**config.mk**
```make
export PLATFORM = sky130hd
export DESIGN_NAME = cereal_rx
export DESIGN_NICKNAME = d
export VERILOG_FILES = /design/src/rtl/cereal_pkg.sv /design/src/rtl/cereal_sync.sv /design/src/rtl/cereal_rx.sv
export SDC_FILE = /design/constraint.sdc
export NUM_CORES = 1
export LEC_CHECK = 0
export CORE_MARGIN = 2
export CORE_UTILIZATION = 54
export CTS_CLUSTER_DIAMETER = 200
export DETAILED_ROUTE_END_ITERATION = 10
export GPL_TIMING_DRIVEN = 1
export PLACE_DENSITY = 0.74
export SLEW_MARGIN = 10
export SYNTH_ARGS = -nofsm -noshare
export SYNTH_HDL_FRONTEND = slang
export SYNTH_SLANG_ARGS = --single-unit
```
**constraint.sdc**
```tcl
create_clock -name sysclk -period 3.88 [get_ports sysclk]
set_clock_uncertainty 0.15 [all_clocks]
set_input_delay 0.97 -clock sysclk [delete_from_list [all_inputs] [get_ports sysclk]]
set_output_delay 0.97 -clock sysclk [all_outputs]
set_load 0.05 [all_outputs]
```
**src/rtl/cereal_pkg.sv**
```systemverilog
// -----------------------------------------------------------------------------
// cereal_pkg
// Shared definitions for the cereal serial blocks (receiver and transmitter).
//   - cereal_state_e       : receiver state encoding (IDLE, START, DATA, STOP, BREAK)
//   - DEFAULT_CLKS_PER_BIT : 9600 baud from a 50 MHz sysclk
//   - DATA_BITS            : payload bits per frame (8N1)
//   - majority3()          : 2-of-3 vote used by the oversampling option
// -----------------------------------------------------------------------------
package cereal_pkg;

    typedef enum logic [2:0] {
        ST_IDLE  = 3'd0,
        ST_START = 3'd1,
        ST_DATA  = 3'd2,
        ST_STOP  = 3'd3,
        ST_BREAK = 3'd4
    } cereal_state_e;

    localparam int DEFAULT_CLKS_PER_BIT = 5208;
    localparam int DATA_BITS            = 8;

    // 2-of-3 majority vote
    function automatic logic majority3(input logic a, input logic b, input logic c);
        return (a & b) | (a & c) | (b & c);
    endfunction

endpackage

```
**src/rtl/cereal_sync.sv**
```systemverilog
// -----------------------------------------------------------------------------
// cereal_sync
// Two-flop synchronizer for an asynchronous single-bit input.
// Ports:
//   sysclk    in  1  system clock
//   reset     in  1  synchronous, active-high reset (flops load RESET_VAL)
//   async_in  in  1  asynchronous input
//   sync_out  out 1  input re-timed to sysclk, two cycles of latency
// The reset value defaults to 1 so an idle-high serial line does not look like
// a start bit right after reset.
// -----------------------------------------------------------------------------
module cereal_sync #(
    parameter logic RESET_VAL = 1'b1
) (
    input  logic sysclk,
    input  logic reset,
    input  logic async_in,
    output logic sync_out
);

    logic meta_r;
    logic sync_r;

    // Two-stage re-timing chain
    always_ff @(posedge sysclk) begin
        if (reset) begin
            meta_r <= RESET_VAL;
            sync_r <= RESET_VAL;
        end else begin
            meta_r <= async_in;
            sync_r <= meta_r;
        end
    end

    assign sync_out = sync_r;

endmodule

```
**src/rtl/cereal_rx.sv**
```systemverilog
// -----------------------------------------------------------------------------
// cereal_rx
// UART receiver, 8N1, LSB first. Counterpart of the cereal transmitter.
// Ports:
//   sysclk     in  1  system clock, rising edge
//   reset      in  1  synchronous, active-high reset
//   rx         in  1  asynchronous serial input, idles high
//   data       out 8  last correctly framed byte
//   valid      out 1  one-cycle pulse when data updates
//   frame_err  out 1  one-cycle pulse when the stop bit is sampled low
//   busy       out 1  high whenever the receiver is not idle
// Parameters:
//   CLKS_PER_BIT  sysclk cycles per bit
//   CNT_W         bit-timer width, 2**CNT_W > CLKS_PER_BIT
// Build option:
//   CEREAL_RX_MAJORITY_EN  each sample becomes a 2-of-3 vote of rx_s at
//                          mid-1, mid and mid+1; decisions move to mid+1.
// -----------------------------------------------------------------------------
module cereal_rx
    import cereal_pkg::*;
#(
    parameter int CLKS_PER_BIT = DEFAULT_CLKS_PER_BIT,
    parameter int CNT_W        = 13
) (
    input  logic                 sysclk,
    input  logic                 reset,
    input  logic                 rx,
    output logic [DATA_BITS-1:0] data,
    output logic                 valid,
    output logic                 frame_err,
    output logic                 busy
);

    localparam logic [CNT_W-1:0] TIMER_ZERO = {CNT_W{1'b0}};
    localparam logic [CNT_W-1:0] TIMER_ONE  = {{(CNT_W-1){1'b0}}, 1'b1};
    localparam logic [CNT_W-1:0] BIT_LAST   = CNT_W'(CLKS_PER_BIT - 1);
    localparam logic [2:0]       INDEX_LAST = 3'(DATA_BITS - 1);

    // With voting, the start check moves one cycle later so that the whole
    // frame's decision grid shifts by one; the data/stop decisions then still
    // fall on BIT_LAST and the timer never runs past it.
`ifdef CEREAL_RX_MAJORITY_EN
    localparam logic [CNT_W-1:0] START_CHECK = CNT_W'(CLKS_PER_BIT / 2);
`else
    localparam logic [CNT_W-1:0] START_CHECK = CNT_W'(CLKS_PER_BIT / 2 - 1);
`endif

    logic                 rx_s;
    logic                 sample_s;

    cereal_state_e        state_r,  state_nx;
    logic [CNT_W-1:0]     timer_r,  timer_nx;
    logic [2:0]           index_r,  index_nx;
    logic [DATA_BITS-1:0] shift_r,  shift_nx;
    logic [DATA_BITS-1:0] data_r,   data_nx;
    logic                 valid_r,  valid_nx;
    logic                 ferr_r,   ferr_nx;
    logic                 busy_r;

    cereal_sync #(
        .RESET_VAL (1'b1)
    ) u_rx_sync (
        .sysclk   (sysclk),
        .reset    (reset),
        .async_in (rx),
        .sync_out (rx_s)
    );

`ifdef CEREAL_RX_MAJORITY_EN
    logic [1:0] hist_r;

    // Two previous rx_s values; with the current one they form the vote window
    always_ff @(posedge sysclk) begin
        if (reset) begin
            hist_r <= 2'b11;
        end else begin
            hist_r <= {hist_r[0], rx_s};
        end
    end

    assign sample_s = majority3(hist_r[1], hist_r[0], rx_s);
`else
    assign sample_s = rx_s;
`endif

    // Next-state and datapath decode
    always_comb begin
        state_nx = state_r;
        timer_nx = timer_r;
        index_nx = index_r;
        shift_nx = shift_r;
        data_nx  = data_r;
        valid_nx = 1'b0;
        ferr_nx  = 1'b0;

        case (state_r)
            ST_IDLE: begin
                timer_nx = TIMER_ZERO;
                if (rx_s == 1'b0) begin
                    state_nx = ST_START;
                end else begin
                    state_nx = ST_IDLE;
                end
            end

            ST_START: begin
                if (timer_r == START_CHECK) begin
                    timer_nx = TIMER_ZERO;
                    index_nx = 3'd0;
                    // A start bit that is high again at mid-bit was a glitch
                    if (sample_s == 1'b0) begin
                        state_nx = ST_DATA;
                    end else begin
                        state_nx = ST_IDLE;
                    end
                end else begin
                    timer_nx = timer_r + TIMER_ONE;
                end
            end

            ST_DATA: begin
                if (timer_r == BIT_LAST) begin
                    timer_nx          = TIMER_ZERO;
                    shift_nx[index_r] = sample_s;
                    // Index holds at its last value on the way into STOP
                    if (index_r == INDEX_LAST) begin
                        state_nx = ST_STOP;
                    end else begin
                        index_nx = index_r + 3'd1;
                    end
                end else begin
                    timer_nx = timer_r + TIMER_ONE;
                end
            end

            ST_STOP: begin
                if (timer_r == BIT_LAST) begin
                    timer_nx = TIMER_ZERO;
                    if (sample_s == 1'b1) begin
                        data_nx  = shift_r;
                        valid_nx = 1'b1;
                        state_nx = ST_IDLE;
                    end else begin
                        ferr_nx  = 1'b1;
                        state_nx = ST_BREAK;
                    end
                end else begin
                    timer_nx = timer_r + TIMER_ONE;
                end
            end

            ST_BREAK: begin
                // Wait out a held-low line before hunting for a start bit again
                timer_nx = TIMER_ZERO;
                if (rx_s == 1'b1) begin
                    state_nx = ST_IDLE;
                end else begin
                    state_nx = ST_BREAK;
                end
            end

            default: begin
                timer_nx = TIMER_ZERO;
                state_nx = ST_IDLE;
            end
        endcase
    end

    // State, datapath and registered outputs
    always_ff @(posedge sysclk) begin
        if (reset) begin
            state_r <= ST_IDLE;
            timer_r <= TIMER_ZERO;
            index_r <= 3'd0;
            shift_r <= {DATA_BITS{1'b0}};
            data_r  <= {DATA_BITS{1'b0}};
            valid_r <= 1'b0;
            ferr_r  <= 1'b0;
            busy_r  <= 1'b0;
        end else begin
            state_r <= state_nx;
            timer_r <= timer_nx;
            index_r <= index_nx;
            shift_r <= shift_nx;
            data_r  <= data_nx;
            valid_r <= valid_nx;
            ferr_r  <= ferr_nx;
            // Registered from the next state so it tracks state_r exactly
            busy_r  <= (state_nx != ST_IDLE);
        end
    end

    assign data      = data_r;
    assign valid     = valid_r;
    assign frame_err = ferr_r;
    assign busy      = busy_r;

endmodule

```
== Word level (Yosys, flattened, before mapping) ==
Index checks and enable logic that the tools add are counted.

* Memories kept: 0
* Output and inout port bits: 11
* Register bits: 40
* Bits in writable memories: 0
* Bits in latches: 0
* ROM bits: 0
* Logic and storage cells: 55
* Input port bits: 3

* Reduce and logical (&&, ||, !) cells: 9
* Bitwise gates (word level): 2
* Magnitude comparators: 2
* $mul: 0
* Shift operators: 0
* Mux-type cells: 20
* Equal/unequal tests: 10
* $add $sub $neg: 2
* Div/mod/pow operators: 0

{| class="wikitable"
|+ Operators with widths
! cell !! number
|-
| 13-bit two-way mux || 2
|-
| 13-bit one-hot mux with 2 select lines || 1
|-
| 3-bit two-way mux || 8
|-
| 3-bit one-hot mux with 5 select lines || 1
|-
| 13-bit by 1-bit adder with 13-bit output (second input constant) || 1
|-
| 13-bit by 12-bit == test with 1-bit output (second input constant) || 1
|-
| 13-bit == test (second input constant) || 1
|-
| 8-bit bitwise mux || 1
|-
| 3-bit by 2-bit == test with 1-bit output (second input constant) || 2
|-
| 3-bit == test (second input constant) || 2
|-
| 2-bit inequality test (second input constant) || 3
|-
| 3-bit one-hot mux with 2 select lines || 1
|-
| 3-bit by 4-bit less-than comparator with 1-bit output (second input constant) || 1
|-
| 1-bit two-way mux || 4
|-
| 4-bit AND reduction || 1
|-
| 3-bit by 1-bit adder with 3-bit output (second input constant) || 1
|-
| 1-bit demux with 3-bit select || 1
|-
| 3-bit by 1-bit == test with 1-bit output (second input constant) || 1
|-
| 3-bit by 1-bit greater-or-equal comparator with 1-bit output (second input constant) || 1
|-
| 3-bit logical NOT || 1
|-
| 3-bit AND reduction || 1
|-
| 3-bit nonzero test || 1
|-
| 3-bit OR reduction || 1
|-
| 2-bit two-way mux || 1
|-
| other kinds (5) || 6
|}

== Depth between registers and ports, before layout ==
* Word-level depth: 5
* Gate-level depth with buffers: 7
* Mapped depth without buffers: 6

== Cells and area by module ==
Synthesis repeated with hierarchy kept, for this count alone.

* Cells, all modules: 217
* Area, all modules: 2010.7 µm²

{| class="wikitable"
|+ Modules (own cells, without submodules)
! module !! cells an instance !! times used !! sequential area each (µm²) !! area each (µm²)
|-
| cereal_rx || 213 || 1 || 760.7 || 1958.1
|-
| cereal_sync || 4 || 1 || 40.0 || 52.6
|}

== Least setup slack after synthesis ==
Ideal clock, no wire load.

* Kind: input to register
* Start point: in reset
* End point: reg busy_r, in the netlist busy
* Setup time: 0.065 ns
* Arrival: 1.809 ns
* Stages: 5
* Setup slack: 1.855 ns
* Path buffers: 1
* Required time: 3.665 ns
* Path through: buf_4 nor3b_1 nand3b_1 mux2_4 nand4b_1

{| class="wikitable"
|+ RTL lines
! what !! RTL line !! text
|-
| from (decl) || cereal_rx.sv:26 || <nowiki>input logic reset,</nowiki>
|-
| to (signal assigned) || cereal_rx.sv:189 || <nowiki>busy_r <= (state_nx != ST_IDLE);</nowiki>
|-
| to (decl) || cereal_rx.sv:58 || <nowiki>logic busy_r;</nowiki>
|}

== Final worst setup path ==
* Start point: reg data_r[1], in the netlist data[1]
* End point: out data[1]

{| class="wikitable"
|+ RTL lines
! what !! RTL line !! text
|-
| from (decl) || cereal_rx.sv:55 || <nowiki>logic [DATA_BITS-1:0] data_r, data_nx;</nowiki>
|-
| from (signal assigned) || cereal_rx.sv:176 || <nowiki>data_r <= {DATA_BITS{1'b0}};</nowiki>
|-
| from (signal assigned) || cereal_rx.sv:185 || <nowiki>data_r <= data_nx;</nowiki>
|-
| to (decl) || cereal_rx.sv:28 || <nowiki>output logic [DATA_BITS-1:0] data,</nowiki>
|}

No word-level cell between the ends.

==> results.toml <==
[die]
fp.dieW_um = 63.13
fp.coreArea_um2 = 3337
start_util = 0.5658
die_height_um = 63.13
dieArea_um2 = 3985
std_cell_rows = 21
ios = 14

[sta]
min_period_ns = 2.656
drv_slew = 0
fin_crit_sh = 0.6846
setup_tns_ns = 0
tightest_slew_ns = 0.5771
fmax_ghz = 0.3765
slew-limit-headroom = 0.6099
setup_viol_count_final = 0
fin_hold_ws_ns = 0.2936
hold_violations = 0
rsz0062_at_grt = "false"

[worst_setup_path]
cp_data_arrival_time_ns = 1.54
worstSetupEndpointType = "output pin"
critPathTopFamily = "buffers and inverters"
cp_cell_sequence = "clkdlybuf4s50_1"
crit_path_max_fanout = 2
r2r_start = "timer_r[0]"
critPathKind = "register to output pin"
critical-path-max-stage-delay_ns = 0.82
r2r_slack_ns = 1.64
cp.required_ns = 2.76
critPathBufInv = 1
r2r_cells = 5
start_kind = "register"
timing.rr.end = "timer_r[4]"
crit_slowest_cell = "clkdlybuf4s50_1"
crit_cells = 1

[logic_synthesis]
synth_area_um2 = 1888
synth_cells = 197
syn_avg_cell_area_um2 = 9.584
ys_warn_count = 0
syn_nets = 203
yosysSeqAreaShare = 0.4241
synth_edf_count = 0
ys_seq_elements = 40
ys.flop_type = "dfxtp_1"
yosysUniqueCellTypes = 40
async_reset_ff_frac = 0

[global_routing]
first_global_vias = 1442
grt_first_pass_wirelength_um = 6430
grt_util_all_layers = 0.2059
gr-total-overflow = 0
grt_max_degree = 18
antenna_found_initial = 0

[cts]
clk_path_buf_depth = 2
cts_setup_buffers = 0
cts-root-buf = "clkbuf_4"
cts_hold_buf = 0
h-tree-depth = 2
ctsResizeCount = 0
clk_pin_slew_ns = 0.12
cts_num_sinks = 40
insertion_delay_ns = 0.35
cts_buffers = 5
cts_tree = "done"

[power]
finalPower_w = 0.0007039
p_leak_nw = 0.8494
ir_drop_mv = 0.2463
power.density_nw_per_um2 = 337.1
p_int_w = 0.0005560
p_switching_w = 0.0001479
p_clk_frac = 0.382
comb_power_share = 0.027
seqPwrFrac = 0.591
swShare = 0.2101

[status]
status = "finished clean"

[final_layout]
diodes = 0
area_delta_synth_final_pct = 10.60
utilization = 0.6258
nets = 214
fin_cells = 255
nFillCells = 297
drive_gt1_frac = 0.1148

[placement]
gp_congestion = 0.8323
portBuffers = 13
post-dp-hpwl_um = 2635
placedCellCount = 247

[detailed_routing]
drc = 0
post_drt_wl_per_cell_um = 14.35
vias = 1452
dr.first_iter.drc_count = 98
drt-pass1-iter-count = 5
post_drt_via_cell_ratio = 5.694
routed_wl_um = 3660
ant_nets = 0

[min_path]
min_to = "u_rx_sync.sync_out"
hp-class = "register to register"
min_from = "u_rx_sync.meta_r"
hold_depth = 1

[job]
cap_violations = 0
==> cell usage after synthesis, types with 2 or more instances <==
| cell | number | area (um^2) |
|---|---|---|
| dfxtp_1 | 40 | 800.8 |
| nor2_1 | 27 | 101.4 |
| mux2i_1 | 15 | 150.1 |
| nand3_1 | 11 | 55.05 |
| nand2b_1 | 9 | 56.30 |
| nand4_1 | 9 | 56.30 |
| nand2_1 | 8 | 30.03 |
| xor2_1 | 6 | 52.55 |
| xnor2_1 | 5 | 43.79 |
| a21oi_1 | 4 | 20.02 |
| and3_1 | 4 | 25.02 |
| buf_4 | 4 | 30.03 |
| clkbuf_1 | 4 | 15.01 |
| inv_1 | 4 | 15.01 |
| a31oi_1 | 3 | 18.77 |
| buf_6 | 3 | 33.78 |
| ha_1 | 3 | 37.54 |
| nor3_1 | 3 | 15.01 |
| nor3b_1 | 3 | 22.52 |
| nor4b_1 | 3 | 26.28 |
| or2_2 | 3 | 18.77 |
| and3_2 | 2 | 15.01 |
| and4b_2 | 2 | 22.52 |
| nand3b_1 | 2 | 15.01 |
| nand4b_1 | 2 | 17.52 |
| nor4bb_1 | 2 | 20.02 |
| o21ai_0 | 2 | 10.01 |
| or3b_1 | 2 | 17.52 |
==> routing by layer <==
metal | routed length [um] | vias to the layer above | global-route usage
met3 | 193 | 6 | 0.05893
met1 | 1615 | 687 | 0.2563
met4 | 56 | 0 | 0.07778
li1 | - | 720 | -
met5 | 0 | - | 0
met2 | 1794 | 39 | 0.3378
==> worst max-delay path by stage <==
stage	to	slack, ns	start
finish	data[1]	1.22	data[1]
floorplan	busy	1.86	reset
global route	data[1]	1.18	data[1]
CTS	data[1]	1.21	data[1]
global placement	busy	1.17	reset
detailed placement	busy	1.08	reset
==> cells in the final DEF, fill, tap and decap left out, types with 3 or more instances in the layout <==
cell type and instances:
xnor2_1 5, ha_1 3, or2_2 3, clkdlybuf4s50_1 13
nor3b_1 3, a21oi_1 4, nor4b_1 3, xor2_1 6
clkbuf_4 5, dfxtp_1 40, inv_1 4, a31oi_1 3
nand3_1 11, mux2i_1 15, nand4_1 9, and3_1 4
nand2_1 8, nor2_1 27, nor3_1 3, nand2b_1 9
==> sequential cells by signal, summed over array words and instances (netlist names) <==
name	cells
timer_r	13
frame_err	1
u_rx_sync.meta_r	1
state_r	3
valid	1
shift_r	8
u_rx_sync.sync_out	1
busy	1
data	8
index_r	3
==> power groups by stage <==
stage,logic (W),registers (W),clock network [W]
global placement,0.0000185,0.000425,0
CTS,0.0000193,0.000416,0.000274
finish,0.0000193,0.000416,0.000269
global route,0.0000209,0.000416,0.000290
floorplan,0.0000142,0.000425,0
detailed placement,0.0000194,0.000425,0
==> per-stage QoR <==
stage                     setup WS, ns  instance area [um^2]
after detailed placement         1.077                  2012
after global placement           1.170                  2012
after global routing             1.181                  2088
final                            1.224                  2088
after floorplan                  1.855                  1888
after CTS                        1.210                  2088
==> cell families (layout without fill, tap and decap cells) <==
logic type / after synthesis / after routing / synth area share
AND/OR/NAND/NOR: 101 / 101 / 0.3327
buffers and inverters: 15 / 27 / 0.04970
adder cells (fa/ha/maj): 3 / 3 / 0.01988
XOR/XNOR: 11 / 11 / 0.05103
AO/OA/AOI/OAI: 11 / 11 / 0.03513
multiplexers: 16 / 16 / 0.08747
flip-flops: 40 / 40 / 0.4241
==> worst reg2reg max path: stages, from the launching register on <==
cell and delay [ns]:
dfxtp_1 0.37, ha_1 0.27, nor4b_1 0.52, a31oi_1 0.19
o21ai_2 0.48, nor2_1 0.13
==> final cells by class <==
class	count	area [um^2]	area share
clock inverters	2	35.03	0.01678
inverters	4	15.01	0.007190
flip-flops and latches	40	800.8	0.3835
well taps	46	57.56	0.02756
multi-input cells	142	993.5	0.4757
repair buffers	15	145.1	0.06950
clock buffers	6	41.29	0.01977
Note: power is estimated with default switching activity, not from simulation.
